<file path="src/rtl/operand_serializer.sv">
// Bit-serial feeder: captures an operand pair via valid/ready and streams one
// bit pair per clock to a downstream 1-bit sum stage, with stall and done pulse.
module operand_serializer #(
  parameter int WIDTH     = 8,
  parameter int CNT_W     = 4,
  parameter bit MSB_FIRST = 1'b0
) (
  input  logic             clk,
  input  logic             rst,
  input  logic             in_valid,
  output logic             in_ready,
  input  logic [WIDTH-1:0] in_a,
  input  logic [WIDTH-1:0] in_b,
  input  logic             i_hold,
  output logic             o_a,
  output logic             o_b,
  output logic             o_en,
  output logic             o_last,
  output logic [CNT_W-1:0] o_idx,
  output logic             o_done
);
  typedef enum logic {IDLE, SHIFT} state_t;

  localparam logic [CNT_W-1:0] LAST_IDX = CNT_W'(WIDTH - 1);
  localparam int               OUT_BIT  = MSB_FIRST ? WIDTH - 1 : 0;

  state_t           state;
  logic [WIDTH-1:0] sh_a, sh_b;
  logic [CNT_W-1:0] idx;
  logic             done;

  assign in_ready = (state == IDLE);
  assign o_en     = (state == SHIFT) & ~i_hold;
  assign o_last   = (state == SHIFT) & (idx == LAST_IDX);
  assign o_idx    = idx;
  assign o_done   = done;
  // the presented bit always sits at the output end of the shift register
  assign o_a      = sh_a[OUT_BIT];
  assign o_b      = sh_b[OUT_BIT];

  always_ff @(posedge clk) begin
    if (rst) begin
      state <= IDLE;
      sh_a  <= '0;
      sh_b  <= '0;
      idx   <= '0;
      done  <= 1'b0;
    end else begin
      done <= 1'b0;
      case (state)
        IDLE: begin
          if (in_valid) begin
            sh_a  <= in_a;
            sh_b  <= in_b;
            idx   <= '0;
            state <= SHIFT;
          end
        end
        SHIFT: begin
          if (!i_hold) begin
            // final bit is not shifted away so idle outputs keep the last pair
            if (idx == LAST_IDX) begin
              state <= IDLE;
              done  <= 1'b1;
            end else begin
              idx  <= idx + CNT_W'(1);
              sh_a <= MSB_FIRST ? (sh_a << 1) : (sh_a >> 1);
              sh_b <= MSB_FIRST ? (sh_b << 1) : (sh_b >> 1);
            end
          end
        end
        default: state <= IDLE;
      endcase
    end
  end
endmodule

</file>
<file path="config.mk">
export PLATFORM = sky130hd
export DESIGN_NAME = operand_serializer
export DESIGN_NICKNAME = d
export VERILOG_FILES = /design/src/rtl/operand_serializer.sv
export SDC_FILE = /design/constraint.sdc
export NUM_CORES = 1
export LEC_CHECK = 0
export ABC_AREA = 1
export CORE_UTILIZATION = 40
export CTS_CLUSTER_SIZE = 20
export DETAILED_ROUTE_END_ITERATION = 8
export PLACE_DENSITY_LB_ADDON = 0.25
export SLEW_MARGIN = 10
export SYNTH_ARGS = -nofsm -noshare
export SYNTH_HDL_FRONTEND = slang
export SYNTH_SLANG_ARGS = --single-unit
</file>
<file path="constraint.sdc">
create_clock -name clk -period 2.96 [get_ports clk]
set_clock_uncertainty 0.1 [all_clocks]
set_input_delay 0.296 -clock clk [delete_from_list [all_inputs] [get_ports clk]]
set_output_delay 0.296 -clock clk [all_outputs]
set_load 0.01 [all_outputs]
</file>
==> impl_results.md, run 1 <==
* Status: finished clean
* Area share of the largest cell type after synthesis at 0.385
* Maximum number of pins on one net before global-route repair at 23
* Clock input transition at the sequential cells of the worst setup and hold paths at 120 ps
* Synth Net Count at 180
* Max_slew headroom at 0.736
* Count of boundary I/O pins at 30
* Number of cells traversed by the worst register-to-register path at 7
* VDD IR max at ~0.35 mV
* Number of warnings printed during yosys synthesis at 0
* Total clock sinks at 22
* Final hold viol count at 0
* Data arrival time of the worst path at 1780 ps
* Final antenna-violating net count at 0
* Endpoint of the worst-slack reg-to-reg timing path: o_idx[3]$_SDFFE_PP0P_
* Max Buffers Root-to-Sink at 2
* Post-Syn Area at between 1000 and 1500 um^2
* Global-route wire length before repair at roughly 4300 um
* Type of the worst min-delay path: flip-flop to flip-flop
* Smallest hold slack at roughly 400 ps
* Critical Path Fanout Max at 5
* Startpoint of the most critical hold path: sh_b[7]$_SDFFE_PP0P_
* Number of slew-limit violations in the final report at 0
* Final Total Pwr at about 0.60 mW
* Gr ovfl total at 0
* H-tree depth at 1
* Num rows at 19
* DIE HEIGHT at 55.5 um
* Unrepaired setup endpoints after global routing: false
* Post-synthesis cell count at 159
* Peak clock frequency supported by timing at 460 MHz
* Vias in the first global route at 976
* Setup-failing EPs final at 0
* Initial Util at 0.418
* Worst Setup Start Kind: flip-flop
* Proportion of layout cells with a drive suffix above 1 at 0.126
* Measured slew at the worst slew-check pin at 395 ps
* CP Data Required Time at 2560 ps
* Routed wire length on met3 at 149 um
* Clk Latency, worst-skew pair at 310 ps
* Endpoint type of the worst setup path: output pin
* Slack of the worst reg-to-reg path at roughly 1300 ps
* Wire per inst at 12.0 um
* Most numerous cell types in the synthesized netlist: 65 x nand2_1, 22 x dfxtp_1, 16 x nand3_1
* Static power due to leakage at between 0.5 and 0.6 nW
* Routability congestion estimate from global placement at 0.736
* Port Buffer Count at 29
* Main flop type after synthesis: dfxtp_1
* Iteration-0 DRC count of the detailed router at 44
* Fin Setup TNS at 0 ps
* Die width at 55.5 um
* GR Util All Layers at 0.174
* Period utilisation layout at 0.734
* Number of unique standard cell types used by synthesis at 22
* Hold worst-path end: sh_b[7]$_SDFFE_PP0P_
* Top cells by area in the synthesized netlist: dfxtp_1 39%, nand2_1 21%, nand3_1 7.0%
* Worst r2r src: o_idx[1]$_SDFFE_PP0P_
* Post-synthesis area per instance at 7.19 um^2
* Root buffer selected by CTS: clkbuf_4
* DRC violation count after routing at 0
* Critical Setup Path Class: flip-flop to output pin
* Via density at 5.09
* CTS tree: yes
* Post-detailed-routing wire length at 2560 um
* Pwr/cell area at 421 nW/um^2
* Fin crit period at 2170 ps
* Met2 WL post-DR at between 1000 and 1500 um
* Die area at 3080 um^2
* Nets at 206
* Number of vias in the routed layout at between 1000 and 1500
* Util after Layout at 0.521
* Number of buffers inserted by hold repair at cts at 0
* Setup crit start: o_idx[1]$_SDFFE_PP0P_
* Seq/Total Area, Yosys at 0.385
* Diode count at 0
* Count leader, synth: nand2_1
* Count of instances resized after the clock tree is built at 0
* Highest layer used for signal routing: met4
* Worst hold path stage count at 2
* Half-perimeter wire length of the detailed placement result at around 1700 um
* Number of flops mapped to enable cells by yosys at 0
* Initial DRT Pass Iterations at 4
* Number of maximum-capacitance constraint violations at 0
* Number of antenna violations at the first check in global routing at 0
* Area Overhead vs Synth at 24.6%
* Post-synth top area cell: dfxtp_1
* Core outline area at 2730 um^2
* Flip-flop and latch count after synthesis at 22
* Metal1 wirelength at 1160 um
* Proportion of register bits with asynchronous set or reset after synthesis at 0
* Post-CTS setup repair buffer count at 0
* Clock buffer count from CTS at 3
==> cell families (layout without fill, tap and decap cells) <==
group	after synthesis	count (layout)	share of synthesized area
compound gates	22	22	0.118
fa+ha+maj	1	1	0.0109
buf+inv	14	38	0.0897
flops	22	22	0.385
simple gates	100	100	0.396
==> worst max-delay path: stages (launching register included) <==
cell             delay, ps
dfxtp_1                410
ha_1                   230
nand3_2                170
nor2_1                 120
clkdlybuf4s50_1        540
==> report_power, final <==
part | switching (mW) | total, mW | internal, mW
combinational | 0.0788 | 0.140 | 0.0615
clock | 0.0879 | 0.135 | 0.0476
sequential | 0.00981 | 0.325 | 0.315
==> registers in the layout (all words and copies together), names as in the netlist <==
signal,flops
o_done,1
o_idx,4
sh_a,8
sh_b,8
state,1
==> area by class of cell <==
type / count / area, um^2
clock buffers: 3 / 22.5
fillers: 281 / 1310
inverters: 4 / 17.5
multi-input cells: 123 / 601
flip-flops and latches: 22 / 440
well taps: 31 / 38.8
repair buffers: 31 / 305
==> metrics by stage <==
step | instances | area [um^2] | setup WS (ps)
floorplan | 159 | 1140 | 1520
global placement | 211 | 1400 | 1010
detailed placement | 211 | 1400 | 1000
CTS | 214 | 1430 | 765
global route | 214 | 1430 | 662
finish | 214 | 1430 | 788
==> routing by layer <==
metal,vias to the layer above,global-route usage
met5,-,0
met4,0,0.0429
met3,4,0.0539
met2,35,0.284
met1,494,0.223
li1,556,-
==> worst max-delay path by stage <==
stage                     slack (ps)  cells after the start               endpoint
final                            790                      4                 o_last
after global routing             660                      4                 o_last
after CTS                        760                      4                 o_last
after detailed placement        1000                      3                   o_en
after global placement          1010                      3                   o_en
after floorplan                 1520                      7  o_idx[2]$_SDFFE_PP0P_
==> cells in the final DEF, fill, tap and decap left out, types with 3 or more instances in the layout <==
cell type,n
clkbuf_4,3
clkdlybuf4s50_1,29
nand3_1,16
dfxtp_1,22
nor2_1,7
nand2_2,7
inv_1,3
nand2_1,65
a21oi_2,6
a21oi_1,13
Power figures use the tool's default switching activity.
==> run 2, diff against run 1 <==
==> constraint.sdc (replaced) <==
create_clock -name clk -period 2.3 [get_ports clk]
set_clock_uncertainty 0.1 [all_clocks]
set_input_delay 0.23 -clock clk [delete_from_list [all_inputs] [get_ports clk]]
set_output_delay 0.23 -clock clk [all_outputs]
set_load 0.01 [all_outputs]
==> run 2 against run 1 <==
Net effect: worst hold slack got worse by 1.7 ps; global-route usage is essentially flat; critical path depth unchanged; register-to-register slack got worse by 680 ps; non-clock buffer count did not move; cell area rose by 0.97%; count of clock-buffer cells in the layout up 1; via count down 2.2%; flip-flop and latch count unchanged; core utilization increased by 0.50 points; wire length fell by 3.7%; critical path type unchanged; largest cell class unchanged; highest routed layer unchanged.
==> impl_results.md, run 2 (synthesis results as in run 1) <==
* Clock input transition at the sequential cells of the worst setup and hold paths at 120 ps (about the same)
* Iteration-0 DRC count of the detailed router at 37 (was 44)
* Worst Setup Start Kind: flip-flop (unchanged)
* Most common cell after layout, fill and taps aside: nand2_1 (unchanged)
* Nets at 206 (unchanged)
* Family with the most delay on the worst path: buffers and inverters (unchanged)
* Clk Latency, worst-skew pair at 300 ps (was 310 ps)
* Initial Util at 0.418 (unchanged)
* Critical path cell sequence: ha_1 -> nand3_2 -> nor2_1 -> clkdlybuf4s50_1 (unchanged)
* Pwr/cell area at 562 nW/um^2 (was 421 nW/um^2)
* Unrepaired setup endpoints after global routing: false (unchanged)
* Smallest hold slack at 393 ps (was 395 ps)
* Critical Setup Path Class: flip-flop to output pin (unchanged)
* Wire per inst at 11.5 um (was 12.0 um)
* Global-route wire length before repair at 4310 um (was 4280 um)
* Placed cell count at 211 (unchanged)
* Max stage delay on crit path at 540 ps (about the same)
* Period utilisation layout at 0.916
* CTS tree: yes (unchanged)
* Count of boundary I/O pins at 30 (unchanged)
* Global-route track usage on met3 at 0.0234 (was 0.0539)
* Final cell count without fillers at 215 (was 214)
* Root buffer selected by CTS: clkbuf_4 (unchanged)
* DRC violation count after routing at 0 (unchanged)
* Routability congestion estimate from global placement at 0.724 (was 0.736)
* Diode count at 0 (unchanged)
* Buffer and inverter count on the worst path at 1 (unchanged)
* Half-perimeter wire length of the detailed placement result at 1660 um (was 1670 um)
* Gr ovfl total at 0 (unchanged)
* Initial DRT Pass Iterations at 4 (unchanged)
* Number of vias in the routed layout at 1065 (was 1089)
* H-tree depth at 1 (unchanged)
* Met2 routing resource usage after global routing at 0.286 (was 0.284)
* Global-route track usage on met1 at 0.231 (was 0.223)
* Proportion of layout cells with a drive suffix above 1 at 0.130 (was 0.126)
* Critical Path Fanout Max at 5 (unchanged)
* Core outline area at 2730 um^2 (unchanged)
* Fin crit period at roughly 2100 ps
* Final hold viol count at 0 (unchanged)
* Status: finished clean (unchanged)
* Post-CTS setup repair buffer count at 0 (unchanged)
* Maximum number of pins on one net before global-route repair at 23 (unchanged)
* Fillcell total at 283 (was 281)
* Post-detailed-routing wire length at 2470 um (was 2560 um)
* Count of instances resized after the clock tree is built at 0 (unchanged)
* Seq. cell area at 440 um^2 (unchanged)
* Die width at 55.5 um (unchanged)
* Type of the worst min-delay path: flip-flop to flip-flop (unchanged)
* VDD IR max at 0.352 mV (was 0.351 mV)
* Measured slew at the worst slew-check pin at 391 ps (was 395 ps)
* CP Data Required Time at 1970 ps (was 2560 ps)
* Slowest library cell on the worst path: clkdlybuf4s50_1 (unchanged)
* Multi-input gate area in the final layout at 601 um^2 (unchanged)
* Endpoint type of the worst setup path: output pin (unchanged)
* Number of slew-limit violations in the final report at 0 (unchanged)
* Peak clock frequency supported by timing at 475 MHz
* Max Buffers Root-to-Sink at 2 (unchanged)
* DIE HEIGHT at 55.5 um (unchanged)
* GR peak layer: met2 (unchanged)
* Num rows at 19 (unchanged)
* Fin Setup TNS at 0 ps (unchanged)
* Number of antenna violations at the first check in global routing at 0 (unchanged)
* Port Buffer Count at 29 (unchanged)
* Final antenna-violating net count at 0 (unchanged)
* Max_slew headroom at 0.738 (was 0.736)
* Total clock sinks at 22 (unchanged)
* Number of maximum-capacitance constraint violations at 0 (unchanged)
* Vias in the first global route at 983 (was 976)
* Area Overhead vs Synth at 25.8% (was 24.6%)
* Clock buffer count from CTS at 3 (unchanged)
* Setup-failing EPs final at 0 (unchanged)
* GR Util All Layers at 0.173 (was 0.174)
* Die area at 3080 um^2 (unchanged)
* Final Total Pwr at 0.808 mW (was 0.600 mW)
* Via density at 4.95 (was 5.09)
* Data arrival time of the worst path at 1780 ps (about the same)
* Number of buffers inserted by hold repair at cts at 0 (unchanged)
* Static power due to leakage at 0.597 nW (was 0.590 nW)
* Commonest cells after routing, fill and taps aside: 65 x nand2_1, 29 x clkdlybuf4s50_1, 22 x dfxtp_1, 16 x nand3_1, 13 x a21oi_1 (unchanged)
run 2: changes by cell type in the layout (fill, tap and decap cells not counted), sizes merged:
cell	previous run	this run
clkbuf	3	4
run 2: path summary, 6_finish.rpt:
check	from	endpoint	slack, ps	cells past startpoint
worst min register to register	sh_b[6]$_SDFFE_PP0P_	sh_b[6]$_SDFFE_PP0P_	390	2
worst max register to register	o_idx[1]$_SDFFE_PP0P_	sh_a[7]$_SDFFE_PP0P_	590	6
worst min-delay path	sh_b[6]$_SDFFE_PP0P_	sh_b[6]$_SDFFE_PP0P_	390	2
worst max-delay path	o_idx[1]$_SDFFE_PP0P_	o_last	190	4
run 2: cell type report:
cell class / count / share of cell area
flip-flops and latches: 22 / 0.306
well taps: 31 / 0.0270
clock buffers: 4 / 0.0252
repair buffers: 31 / 0.212
inverters: 4 / 0.0122
multi-input cells: 123 / 0.417
run 2: report_power, final:
part | leakage [nW] | internal (mW) | switching [mW] | total [mW]
Combinational | 0.396 | 0.0791 | 0.100 | 0.180
Clock | 0.0210 | 0.0964 | 0.114 | 0.210
Sequential | 0.180 | 0.405 | 0.0131 | 0.418
Total | 0.597 | 0.581 | 0.227 | 0.808
run 2: worst min-delay path: cells and delay by family, from the launching register on:
| family | cells | cell delay [ps] |
|---|---|---|
| flops | 1 | 330 |
| simple gates | 1 | 70 |
| compound gates | 1 | 60 |
run 2: per-stage QoR:
step | area, um^2 | setup WS, ps | util
2_1_floorplan | 1140 | 858 | -
3_3_place_gp | 1400 | 504 | 0.513
3_5_place_dp | 1400 | 497 | 0.513
4_1_cts | 1440 | 176 | 0.526
5_1_grt | 1440 | 101 | 0.526
6_report | 1440 | 194 | 0.526
run 2: layer usage:
layer	up-vias	share of wire	routed length [um]
met3	2	0.035	87
met2	22	0.47	1150
li1	558	-	-
met4	0	0.0069	17
met1	483	0.49	1210
met5	-	0	0
==> run 3, diff against run 2 <==
==> constraint.sdc (replaced) <==
create_clock -name clk -period 2.01 [get_ports clk]
set_clock_uncertainty 0.1 [all_clocks]
set_input_delay 0.201 -clock clk [delete_from_list [all_inputs] [get_ports clk]]
set_output_delay 0.201 -clock clk [all_outputs]
set_load 0.01 [all_outputs]
==> run 3 against run 2 <==
Net effect: first-iteration DRC count up 22%; wire length up 0.93%; non-clock buffer count up 1; setup slack worse by 0.64 ps; cell area up 1.7%; worst hold slack better by 5.4 ps; global-route usage up 0.45 points; cell count up 0.47%; sequential share of layout area down 0.18 points.
==> impl_results.md, run 3 (synthesis results as in run 1) <==
* Routability congestion estimate from global placement at 0.765 (was 0.724)
* DRC violation count after routing at 0 (unchanged)
* Sequential power share at 0.512 (was 0.518)
* Post-place setup slack at 264 ps (was 497 ps)
* Setup-failing EPs final at 0 (unchanged)
* Total clock sinks at 22 (unchanged)
* Pint at 0.666 mW (was 0.581 mW)
* Via density at 5.00 (was 4.95)
* Max_slew headroom at 0.742 (was 0.738)
* Worst Setup Start Kind: flip-flop (unchanged)
* Port Buffer Count at 29 (unchanged)
* DIE HEIGHT at 55.5 um (unchanged)
* Commonest cells after routing, fill and taps aside: 65 x nand2_1, 28 x clkdlybuf4s50_1, 20 x dfxtp_1, 16 x nand3_1, 13 x a21oi_1 (was 65 x nand2_1, 29 x clkdlybuf4s50_1, 22 x dfxtp_1, 16 x nand3_1, 13 x a21oi_1)
* Combinational cell fraction of total power at 0.222 (about the same)
* Clock buffer count from CTS at 3 (unchanged)
* Number of maximum-capacitance constraint violations at 0 (unchanged)
* Maximum number of pins on one net before global-route repair at 23 (unchanged)
* Initial DRT Pass Iterations at 4 (unchanged)
* Status: finished clean (unchanged)
* Iteration-0 DRC count of the detailed router at 45 (was 37)
* Nets at 207 (was 206)
* Data arrival time of the worst path at 1520 ps (was 1780 ps)
* Number of slew-limit violations in the final report at 0 (unchanged)
* Gr ovfl total at 0 (unchanged)
* Final hold viol count at 0 (unchanged)
* Unrepaired setup endpoints after global routing: false (unchanged)
* Vias in the first global route at 1037 (was 983)
* Final antenna-violating net count at 0 (unchanged)
* Post-CTS setup repair buffer count at 0 (unchanged)
* Most common cell after layout, fill and taps aside: nand2_1 (unchanged)
* Pwr/cell area at 638 nW/um^2 (was 562 nW/um^2)
* Number of vias in the routed layout at 1081 (was 1065)
* Measured slew at the worst slew-check pin at 386 ps (was 391 ps)
* Half-perimeter wire length of the detailed placement result at 1610 um (was 1660 um)
* Fin Setup TNS at 0 ps (unchanged)
* H-tree depth at 1 (unchanged)
* CP Data Required Time at 1710 ps (was 1970 ps)
* Peak clock frequency supported by timing at 551 MHz
* Global-route wire length before repair at 4420 um (was 4310 um)
* Proportion of layout cells with a drive suffix above 1 at 0.151 (was 0.130)
* Critical Setup Path Class: flip-flop to output pin (unchanged)
* Fillcell total at 280 (was 283)
* Area Overhead vs Synth at 28.0% (was 25.8%)
* Critical Path Fanout Max at 21 (was 5)
* Clock share of power at 0.266 (was 0.260)
* Fin crit period at 1820 ps
* Initial Util at 0.418 (unchanged)
* Die area at 3080 um^2 (unchanged)
* Number of antenna violations at the first check in global routing at 0 (unchanged)
* Count of boundary I/O pins at 30 (unchanged)
* Number of buffers inserted by hold repair at cts at 0 (unchanged)
* Max Buffers Root-to-Sink at 2 (unchanged)
* Root buffer selected by CTS: clkbuf_4 (unchanged)
* CTS tree: yes (unchanged)
* Final Total Pwr at 0.933 mW (was 0.808 mW)
* Core outline area at 2730 um^2 (unchanged)
* Post-detailed-routing wire length at 2490 um (was 2470 um)
* VDD IR max at 0.686 mV (was 0.352 mV)
* Wire per inst at 11.5 um (about the same)
* GR Util All Layers at 0.178 (was 0.173)
* Num rows at 19 (unchanged)
* Clock input transition at the sequential cells of the worst setup and hold paths at 130 ps (was 120 ps)
* Clk Latency, worst-skew pair at 310 ps (was 300 ps)
* Die width at 55.5 um (unchanged)
* Diode count at 0 (unchanged)
* Sw power at 0.267 mW (was 0.227 mW)
* Endpoint type of the worst setup path: output pin (unchanged)
* Min setup slack post-route at 194 ps (about the same)
* Static power due to leakage at 0.619 nW (was 0.597 nW)
* Type of the worst min-delay path: flip-flop to flip-flop (unchanged)
* Sw frac at 0.287 (was 0.281)
* Period utilisation layout at 0.904
==> run 3: cell types whose count changed in the layout (fill, tap and decap cells not counted) <==
cell,delta
dfxtp_1,-2
buf_4,+1
clkdlybuf4s50_1,-1
dfxtp_2,+1
dfxtp_4,+1
dlymetal6s2s_1,+1
ha_1,-1
ha_2,+1
nand3_2,-1
nand3_4,+1
==> run 3: worst paths after layout <==
path,start,endpoint,slack [ps],depth (start not counted)
worst max-delay path,state$_SDFF_PP0_,o_en,190,3
worst min-delay path,sh_a[3]$_SDFFE_PP0P_,sh_a[3]$_SDFFE_PP0P_,400,2
worst max register to register,o_idx[1]$_SDFFE_PP0P_,o_idx[3]$_SDFFE_PP0P_,430,7
worst min register to register,sh_a[3]$_SDFFE_PP0P_,sh_a[3]$_SDFFE_PP0P_,400,2
==> run 3: stage by stage <==
stage | util | instance area, um^2 | hold slack (ps) | cells
6_report | 0.535 | 1460 | 399 | 216
2_1_floorplan | - | 1140 | 180 | 159
5_1_grt | 0.535 | 1460 | 424 | 216
4_1_cts | 0.533 | 1460 | 397 | 216
3_5_place_dp | 0.516 | 1410 | 378 | 212
3_3_place_gp | 0.516 | 1410 | 369 | 212
==> run 3: cell type report <==
class,instances,area (um^2),share of cell area
Multi-Input combinational cell,123,611,0.417
Sequential cell,22,445,0.304
Timing Repair Buffer,32,315,0.215
Tap cell,31,38.8,0.0265
Clock buffer,4,36.3,0.0248
Inverter,4,17.5,0.0120
==> run 3: routing by layer <==
| layer | track usage | wire [um] | vias to the layer above | share of wire |
|---|---|---|---|---|
| met2 | 0.289 | 1140 | 31 | 0.46 |
| met1 | 0.228 | 1210 | 488 | 0.49 |
| li1 | - | - | 560 | - |
| met3 | 0.0515 | 120 | 2 | 0.048 |
| met4 | 0.0536 | 17 | 0 | 0.0068 |
| met5 | 0 | 0 | - | 0 |
==> run 3: critical path, stage by stage (launching register included) <==
cell and delay [ps]:
dfxtp_1 400, inv_4 130, nor2_8 130, clkdlybuf4s50_1 540
==> run 3: timing repair <==
| action | CTS | global route |
|---|---|---|
| setup endpoints to repair | 1 | 1 |
| pin swaps | 1 | 0 |
| gates resized for setup | 3 | 3 |
==> run 3: power groups by stage <==
stage / clock (mW) / combinational [mW] / sequential, mW
floorplan: 0 / 0.149 / 0.486
global placement: 0 / 0.205 / 0.487
detailed placement: 0 / 0.208 / 0.488
CTS: 0.256 / 0.209 / 0.479
global route: 0.278 / 0.233 / 0.481
finish: 0.248 / 0.208 / 0.478
